## config.mk

```make
export PLATFORM = sky130hd
export DESIGN_NAME = bht_write_arbiter_flat
export DESIGN_NICKNAME = d
export VERILOG_FILES = /design/src/rtl/bp_pkg.sv /design/src/rtl/bht_write_arbiter_if.sv /design/src/rtl/bht_upd_queue.sv /design/src/rtl/bht_write_arbiter.sv /design/src/flat_wrapper.sv
export SDC_FILE = /design/constraint.sdc
export NUM_CORES = 1
export LEC_CHECK = 0
export CAP_MARGIN = 10
export CORE_UTILIZATION = 60
export CTS_BUF_LIST = sky130_fd_sc_hd__clkbuf_4 sky130_fd_sc_hd__clkbuf_8 sky130_fd_sc_hd__clkbuf_16
export DETAILED_ROUTE_END_ITERATION = 12
export GPL_TIMING_DRIVEN = 0
export HOLD_SLACK_MARGIN = 0.03
export PLACE_DENSITY = 0.86
export SYNTH_ARGS = -nofsm -noshare
export SYNTH_HDL_FRONTEND = slang
export SYNTH_SLANG_ARGS = --single-unit
```

## constraint.sdc

```tcl
create_clock -name CLK -period 6.7 [get_ports CLK]
set_clock_uncertainty 0.05 [all_clocks]
set_input_delay 1.34 -clock CLK [delete_from_list [all_inputs] [get_ports CLK]]
set_output_delay 1.34 -clock CLK [all_outputs]
set_load 0.05 [all_outputs]
```

## src/rtl/bp_pkg.sv

```systemverilog
// Shared branch-history-table parameters, write-port payload type and
// FSM state encoding for the BHT write arbiter.
package bp_pkg;

    localparam int BHT_ENTRY_W = 20;
    localparam int BHT_SETS    = 16;
    localparam int BHT_WAYS    = 4;
    localparam int BHT_ADDR_W  = 6;
    localparam int SET_W       = $clog2(BHT_SETS);
    localparam int WAY_W       = $clog2(BHT_WAYS);
    localparam int UPDQ_DEPTH  = 2;

    localparam logic [0:0] ST_IDLE  = 1'b0;
    localparam logic [0:0] ST_SWEEP = 1'b1;

    typedef struct packed {
        logic [BHT_ADDR_W-1:0]  addr;
        logic [BHT_ENTRY_W-1:0] data;
    } bht_wr_t;

endpackage

```

## src/rtl/bht_write_arbiter_if.sv

```systemverilog
// Request/response bundle of the BHT write arbiter: global controls, alloc,
// update and invalidate requests, the single write port and status.
interface bht_write_arbiter_if;
    import bp_pkg::*;

    logic                   en;
    logic                   stall;
    logic                   alloc_valid;
    logic [SET_W-1:0]       alloc_set;
    logic [BHT_ENTRY_W-1:0] alloc_data;
    logic                   upd_valid;
    logic [BHT_ADDR_W-1:0]  upd_addr;
    logic [BHT_ENTRY_W-1:0] upd_data;
    logic                   inv_req;
    logic                   inv_busy;
    logic                   inv_done;
    logic                   wr_en;
    logic [BHT_ADDR_W-1:0]  wr_addr;
    logic [BHT_ENTRY_W-1:0] wr_data;
    logic                   upd_drop;
    logic [1:0]             q_count;

    modport slave (
        input  en, stall, alloc_valid, alloc_set, alloc_data,
               upd_valid, upd_addr, upd_data, inv_req,
        output inv_busy, inv_done, wr_en, wr_addr, wr_data, upd_drop, q_count
    );

    modport master (
        output en, stall, alloc_valid, alloc_set, alloc_data,
               upd_valid, upd_addr, upd_data, inv_req,
        input  inv_busy, inv_done, wr_en, wr_addr, wr_data, upd_drop, q_count
    );

endinterface

```

## src/rtl/bht_upd_queue.sv

```systemverilog
// Two-entry merging FIFO for deferred BHT counter updates. Supports dequeue,
// stale-entry delete and merge-or-enqueue in the same cycle; head is slot 0.
module bht_upd_queue
    import bp_pkg::*;
(
    input  logic                  i_clk,
    input  logic                  i_rst_n,
    input  logic                  i_clr,
    input  logic                  i_deq,
    input  logic                  i_del_v,
    input  logic [BHT_ADDR_W-1:0] i_del_addr,
    input  logic                  i_upd_v,
    input  bht_wr_t               i_upd,
    output logic                  o_head_v,
    output bht_wr_t               o_head,
    output logic                  o_del_hit,
    output logic                  o_drop,
    output logic [1:0]            o_count
);

    logic [UPDQ_DEPTH-1:0]   r_v;
    bht_wr_t [UPDQ_DEPTH-1:0] r_ent;

    logic [UPDQ_DEPTH-1:0]   w_keep;
    logic [UPDQ_DEPTH-1:0]   w_v;
    bht_wr_t [UPDQ_DEPTH-1:0] w_ent;

    always_comb begin
        w_keep[0] = r_v[0] & ~i_deq & ~(i_del_v & (r_ent[0].addr == i_del_addr));
        w_keep[1] = r_v[1] & ~(i_del_v & (r_ent[1].addr == i_del_addr));

        // Survivors are compacted toward slot 0 before merge/enqueue.
        w_v   = '0;
        w_ent = r_ent;
        if (w_keep[0]) begin
            w_v[0] = 1'b1;
            w_v[1] = w_keep[1];
        end else if (w_keep[1]) begin
            w_v[0]   = 1'b1;
            w_ent[0] = r_ent[1];
        end

        o_drop = 1'b0;
        if (i_upd_v) begin
            if (w_v[0] && (w_ent[0].addr == i_upd.addr)) begin
                w_ent[0].data = i_upd.data;
            end else if (w_v[1] && (w_ent[1].addr == i_upd.addr)) begin
                w_ent[1].data = i_upd.data;
            end else if (!w_v[0]) begin
                w_v[0]   = 1'b1;
                w_ent[0] = i_upd;
            end else if (!w_v[1]) begin
                w_v[1]   = 1'b1;
                w_ent[1] = i_upd;
            end else begin
                o_drop = 1'b1;
            end
        end

        if (i_clr) begin
            w_v = '0;
        end
    end

    always_ff @(posedge i_clk or negedge i_rst_n) begin
        if (!i_rst_n) begin
            r_v <= '0;
        end else begin
            r_v <= w_v;
        end
    end

    // NOTE: payload registers carry no reset; every read is qualified by r_v,
    // so only the valid bits need a defined value out of reset.
    always_ff @(posedge i_clk) begin
        r_ent <= w_ent;
    end

    assign o_head_v  = r_v[0];
    assign o_head    = r_ent[0];
    assign o_del_hit = i_del_v & ((r_v[0] & (r_ent[0].addr == i_del_addr)) |
                                  (r_v[1] & (r_ent[1].addr == i_del_addr)));
    assign o_count   = {1'b0, r_v[0]} + {1'b0, r_v[1]};

endmodule

```

## src/rtl/bht_write_arbiter.sv

```systemverilog
// Single-port BHT write arbiter: alloc with per-set FIFO replacement, queued
// saturating-counter updates, and a full-table invalidate sweep.
module bht_write_arbiter
    import bp_pkg::*;
(
    input logic                CLK,
    input logic                nrst,
    bht_write_arbiter_if.slave bus
);

    logic [0:0]                 r_state;
    logic [BHT_ADDR_W-1:0]      r_sweep_addr;
    logic [BHT_SETS-1:0][WAY_W-1:0] r_ptr;
    logic                       r_wr_en;
    bht_wr_t                    r_wr;
    logic                       r_inv_done;
    logic                       r_upd_drop;

    logic                  w_idle_go;
    logic                  w_alloc;
    logic                  w_upd;
    logic [BHT_ADDR_W-1:0] w_alloc_addr;
    logic                  w_upd_clash;
    logic                  w_deq;
    logic                  w_head_bypass;
    logic                  w_upd_direct;
    logic                  w_q_upd_v;
    logic                  w_q_clr;
    logic                  w_wr_v;
    bht_wr_t               w_wr;
    logic                  w_drop;

    logic                  w_q_head_v;
    bht_wr_t               w_q_head;
    logic                  w_q_del_hit;
    logic                  w_q_drop;
    logic [1:0]            w_q_count;

    // An invalidate request in IDLE pre-empts everything else that cycle.
    assign w_idle_go     = bus.en & (r_state == ST_IDLE) & ~bus.inv_req;
    assign w_alloc       = w_idle_go & ~bus.stall & bus.alloc_valid;
    assign w_upd         = w_idle_go & ~bus.stall & bus.upd_valid;
    assign w_alloc_addr  = {bus.alloc_set, r_ptr[bus.alloc_set]};
    assign w_upd_clash   = w_alloc & w_upd & (bus.upd_addr == w_alloc_addr);
    assign w_deq         = w_idle_go & ~w_alloc & w_q_head_v;
    assign w_head_bypass = w_deq & w_upd & (bus.upd_addr == w_q_head.addr);
    assign w_upd_direct  = w_upd & ~w_alloc & ~w_q_head_v;
    assign w_q_upd_v     = w_upd & ~w_upd_clash & ~w_head_bypass & ~w_upd_direct;
    assign w_q_clr       = bus.en & (r_state == ST_IDLE) & bus.inv_req;
    assign w_wr_v        = w_alloc | w_deq | w_upd_direct;
    assign w_drop        = w_upd_clash | w_q_drop | w_q_del_hit;

    always_comb begin
        w_wr.addr = bus.upd_addr;
        w_wr.data = bus.upd_data;
        if (w_alloc) begin
            w_wr.addr = w_alloc_addr;
            w_wr.data = bus.alloc_data;
        end else if (w_deq) begin
            // A fresh update to the head address merges on its way out.
            w_wr.addr = w_q_head.addr;
            w_wr.data = w_head_bypass ? bus.upd_data : w_q_head.data;
        end
    end

    bht_upd_queue u_upd_queue (
        .i_clk      (CLK),
        .i_rst_n    (nrst),
        .i_clr      (w_q_clr),
        .i_deq      (w_deq),
        .i_del_v    (w_alloc),
        .i_del_addr (w_alloc_addr),
        .i_upd_v    (w_q_upd_v),
        .i_upd      ('{addr: bus.upd_addr, data: bus.upd_data}),
        .o_head_v   (w_q_head_v),
        .o_head     (w_q_head),
        .o_del_hit  (w_q_del_hit),
        .o_drop     (w_q_drop),
        .o_count    (w_q_count)
    );

    // NOTE: all state here uses non-blocking assignments so every register
    // samples the same pre-edge values regardless of statement order.
    always_ff @(posedge CLK or negedge nrst) begin
        if (!nrst) begin
            r_state      <= ST_IDLE;
            r_sweep_addr <= '0;
            r_ptr        <= '0;
            r_wr_en      <= 1'b0;
            r_wr         <= '0;
            r_inv_done   <= 1'b0;
            r_upd_drop   <= 1'b0;
        end else begin
            r_wr_en    <= 1'b0;
            r_inv_done <= 1'b0;
            r_upd_drop <= 1'b0;
            if (bus.en) begin
                case (r_state)
                    ST_IDLE: begin
                        if (bus.inv_req) begin
                            r_state      <= ST_SWEEP;
                            r_sweep_addr <= '0;
                        end else begin
                            r_upd_drop <= w_drop;
                            if (w_wr_v) begin
                                r_wr_en <= 1'b1;
                                r_wr    <= w_wr;
                            end
                            if (w_alloc) begin
                                r_ptr[bus.alloc_set] <= r_ptr[bus.alloc_set] + 2'd1;
                            end
                        end
                    end
                    ST_SWEEP: begin
                        r_wr_en      <= 1'b1;
                        r_wr.addr    <= r_sweep_addr;
                        r_wr.data    <= '0;
                        r_sweep_addr <= r_sweep_addr + 6'd1;
                        if (r_sweep_addr == '1) begin
                            r_state    <= ST_IDLE;
                            r_inv_done <= 1'b1;
                            r_ptr      <= '0;
                        end
                    end
                    default: r_state <= ST_IDLE;
                endcase
            end
        end
    end

    assign bus.inv_busy = (r_state == ST_SWEEP);
    assign bus.inv_done = r_inv_done;
    assign bus.wr_en    = r_wr_en;
    assign bus.wr_addr  = r_wr.addr;
    assign bus.wr_data  = r_wr.data;
    assign bus.upd_drop = r_upd_drop;
    assign bus.q_count  = w_q_count;

endmodule
```

## src/flat_wrapper.sv

```systemverilog
// flat-port wrapper written by rule: the top's interface ports become plain ports
module bht_write_arbiter_flat import bp_pkg::*;
  (CLK, nrst, bus_en, bus_stall, bus_alloc_valid, bus_alloc_set, bus_alloc_data, bus_upd_valid, bus_upd_addr, bus_upd_data, bus_inv_req, bus_inv_busy, bus_inv_done, bus_wr_en, bus_wr_addr, bus_wr_data, bus_upd_drop, bus_q_count);
  bht_write_arbiter_if bus_i ();
  input logic CLK;
  input logic nrst;
  input wire logic [$bits(bus_i.en)-1:0] bus_en;
  input wire logic [$bits(bus_i.stall)-1:0] bus_stall;
  input wire logic [$bits(bus_i.alloc_valid)-1:0] bus_alloc_valid;
  input wire logic [$bits(bus_i.alloc_set)-1:0] bus_alloc_set;
  input wire logic [$bits(bus_i.alloc_data)-1:0] bus_alloc_data;
  input wire logic [$bits(bus_i.upd_valid)-1:0] bus_upd_valid;
  input wire logic [$bits(bus_i.upd_addr)-1:0] bus_upd_addr;
  input wire logic [$bits(bus_i.upd_data)-1:0] bus_upd_data;
  input wire logic [$bits(bus_i.inv_req)-1:0] bus_inv_req;
  output wire logic [$bits(bus_i.inv_busy)-1:0] bus_inv_busy;
  output wire logic [$bits(bus_i.inv_done)-1:0] bus_inv_done;
  output wire logic [$bits(bus_i.wr_en)-1:0] bus_wr_en;
  output wire logic [$bits(bus_i.wr_addr)-1:0] bus_wr_addr;
  output wire logic [$bits(bus_i.wr_data)-1:0] bus_wr_data;
  output wire logic [$bits(bus_i.upd_drop)-1:0] bus_upd_drop;
  output wire logic [$bits(bus_i.q_count)-1:0] bus_q_count;
  assign bus_i.en = bus_en;
  assign bus_i.stall = bus_stall;
  assign bus_i.alloc_valid = bus_alloc_valid;
  assign bus_i.alloc_set = bus_alloc_set;
  assign bus_i.alloc_data = bus_alloc_data;
  assign bus_i.upd_valid = bus_upd_valid;
  assign bus_i.upd_addr = bus_upd_addr;
  assign bus_i.upd_data = bus_upd_data;
  assign bus_i.inv_req = bus_inv_req;
  assign bus_inv_busy = bus_i.inv_busy;
  assign bus_inv_done = bus_i.inv_done;
  assign bus_wr_en = bus_i.wr_en;
  assign bus_wr_addr = bus_i.wr_addr;
  assign bus_wr_data = bus_i.wr_data;
  assign bus_upd_drop = bus_i.upd_drop;
  assign bus_q_count = bus_i.q_count;
  bht_write_arbiter u_core (.CLK(CLK), .nrst(nrst), .bus(bus_i));
endmodule
```

==> flow_summary.toml <==
[logic_synthesis]
syn_inst = 748
yosys.area.top_type = "dfrtp_1"
synth_edf_count = 26
synth_seq_cells = 122
syn_nets = 807
synth_area_leaders = "dfrtp_1 (26%), edfxtp_1 (12%), dfxtp_1 (7.7%)"
synth_area_um2 = 6730
yosysWarnings = 0
avgSynthCellArea_um2 = 8.998
synth_flop_cell = "dfrtp_1"
yosysTopAreaCellShare_pct = 26.03
async_flop_share_pct = 57.38
synth.distinct_cells = 51
seq_area_frac_synth_pct = 45.36

[critical_path]
end_kind = "flop"
rrSetupSlack_ps = 2440
cp_top_family = "buffers and inverters"
crit_path_cell_trace = "clkbuf_1 > buf_2 > mux4_2 > a22o_1 > or3_1 > a221o_1 > o211ai_2 > buf_6 > mux2i_4 > xnor2_4 > o21ai_0 > nor3_2 > buf_6 > buf_6"
critPathSlowestCell = "nor3_2"
path_common_cell = "buf_6"
crit_arrival_ps = 5340
worstSetupPathType = "primary input to flop"
critPathRequiredTime_ps = 6890
cp_max_fo = 10
setup.worst_path.start_class = "primary input"
cp_slowest_stage_delay_ps = 540
path_buf_inv = 5

[grt]
use_met2_pct = 57.55
grt_pass1_wl_mm = 30.93
grt_pass1_vias = 6339
antenna_found_initial = 0
grt.overflow.total = 0
grtUsageMet3_pct = 7.082
grt-busiest-layer = "met2"
grt.total_usage_pct = 34.77
use_met1_pct = 43.75
grt_max_degree = 71

[placement]
gp_congestion = 0.9003
dp_slack_ps = 1101
port_buffers = 85
dp_hpwl_mm = 13.37

[timing]
finalSetupViolCount = 0
drv_slew = 0
slew_headroom_pct = 39.77
rsz0062_at_grt = "no"
period_share_pct = 76.90
period_needed_ps = 5152
fmaxAchievable_mhz = 194.1
worstMarginPinSlew_ps = 903.5
worst_slack_ps = 1548
hold_viol = 0

[power]
switching_power_uw = 590.7
p_leak_nw = 3.664
p_clk_share_pct = 43.0
p_total_mw = 2.111
pwr-share-seq_pct = 40.0
internal_power_mw = 1.520
power.density_nw_per_um2 = 252.2
ir_drop_mv = 0.1784
power_switching_share_pct = 27.98
combPwrFrac_pct = 17.1

[final_layout]
fin_nets = 913
final_cell_mix = "nand2_1 (133), clkdlybuf4s50_1 (84), o21ai_0 (83)"
n_antenna_cell = 0
syn2layout_area_growth_pct = 24.37
layout-drive-gt1-share_pct = 7.728
layout_commonest_cell = "nand2_1"

[flow_run]
cap_violations = 0

[detailed_routing]
drt_first_pass_iters = 6
viasPerCell = 6.440
ant_nets = 0
first_iter_violations = 653
wl_mm = 19.58
wire_per_inst_um = 19.44
drc_errors = 0
num_vias = 6485

[clock_tree]
cts_root_buf = "clkbuf_8"
max-clock-path-buffers = 2
ctsResizeCount = 0
htree_levels = 4
clock-sinks = 122
post_cts_buffers = 0
cts_buffers = 17
clk_latency_ps = 530
holdBufCountCts = 0
clkTransAtPathRegs_ps = 60
cts_tree = "done"

[die]
die-area_um2 = 11640
core_area_um2 = 10890
ioPinCount = 89
die_w_um = 107.9
floorplan.initialDensity_pct = 61.81
rows = 38
die_h_um = 107.9

[outcome]
outcome = "finished, final reports clean"

[worst_hold_path]
hp-class = "flop to flop"
==> kinds of logic after synthesis <==
family          after synthesis  share of synthesized area, %
buf+inv                      69                         4.796
simple gates                283                         18.70
mux                          58                         10.30
flops                       122                         45.36
compound gates              182                         15.91
xor+xnor                     32                         4.555
fa+ha+maj                     2                        0.3718
==> cells in the mapped netlist (all sizes together), types with 2 or more instances <==
cell type / count
nor2b: 4
nand3: 15
nand2: 133
nand2b: 8
clkbuf: 38
ha: 2
o21ai: 85
or2: 2
nor2: 51
xnor2: 13
a22o: 5
a221oi: 3
o31ai: 20
nor4: 23
a21o: 3
buf: 24
dfrtp: 70
a21oi: 47
xor2: 19
and3b: 2
mux4: 8
o21a: 2
and2: 4
inv: 7
dfxtp: 26
mux2i: 50
o211ai: 4
edfxtp: 26
a22oi: 4
or3: 3
o221a: 3
nor3: 34
==> final timing paths <==
| check | startpoint | depth (start not counted) | to |
|---|---|---|---|
| worst max-delay path | bus_alloc_set[3] | 14 | u_core.u_upd_queue.r_ent[31] |
| worst min-delay path | u_core.bus.wr_addr[3] | 2 | u_core.bus.wr_addr[3] |
| worst max register to register | u_core.r_ptr[30] | 12 | u_core.u_upd_queue.r_ent[31] |
| worst min register to register | u_core.bus.wr_addr[3] | 2 | u_core.bus.wr_addr[3] |
| max in group asynchronous | nrst | 1 | u_core.bus.wr_data[4] |
| min in group asynchronous | nrst | 1 | u_core.bus.wr_addr[2] |
==> metal layers <==
| layer | wire, um | up-vias |
|---|---|---|
| met1 | 7577 | 3114 |
| li1 | - | 2873 |
| met5 | 0 | - |
| met3 | 1774 | 73 |
| met2 | 9545 | 425 |
| met4 | 680 | 0 |
==> tightest hold or removal path, stage by stage (launching register included) <==
cell     delay [ps]
dfrtp_1         340
nand2_1          50
o21ai_0          60
==> registers in the layout, indices dropped and copies added, names as in the netlist <==
name / flops
u_core.u_upd_queue.o_head: 26
u_core.r_sweep_addr: 6
u_core.bus.wr_addr: 6
u_core.bus.wr_data: 20
u_core.bus.inv_done: 1
u_core.bus.wr_en: 1
u_core.u_upd_queue.r_v: 2
u_core.r_ptr: 32
u_core.bus.inv_busy: 1
u_core.u_upd_queue.r_ent: 26
u_core.bus.upd_drop: 1
==> final cells by class <==
type / instances / area (um^2)
tap: 140 / 175.2
clock buffer: 26 / 530.5
fill: 723 / 2517
multi-input combinational: 557 / 3359
inverter: 7 / 26.28
timing repair buffer: 87 / 870.8
sequential: 122 / 3053
clock inverter: 6 / 58.81
buffer: 62 / 296.5
==> through the flow <==
stage / area, um^2 / setup TNS, ps / util [%] / hold WS [ps] / std cells
6_report: 8371 / 0 / 76.88 / 429.0 / 1007
5_1_grt: 8371 / 0 / 76.88 / 453.1 / 1007
4_1_cts: 8371 / 0 / 76.88 / 431.5 / 1007
3_5_place_dp: 7781 / 0 / 71.47 / 419.2 / 975
3_3_place_gp: 7756 / -7060 / 71.24 / 410.4 / 973
2_1_floorplan: 6730 / 0 / - / 394.5 / 748
==> power by group through the flow <==
| stage | registers (mW) | logic [mW] | clock network (mW) |
|---|---|---|---|
| 2_1_floorplan | 0.902 | 0.170 | 0 |
| 3_3_place_gp | 0.854 | 0.340 | 0 |
| 3_5_place_dp | 0.855 | 0.352 | 0 |
| 5_1_grt | 0.848 | 0.388 | 0.935 |
| 4_1_cts | 0.842 | 0.357 | 0.907 |
| 6_report | 0.843 | 0.361 | 0.907 |
Power figures use the tool's default switching activity.
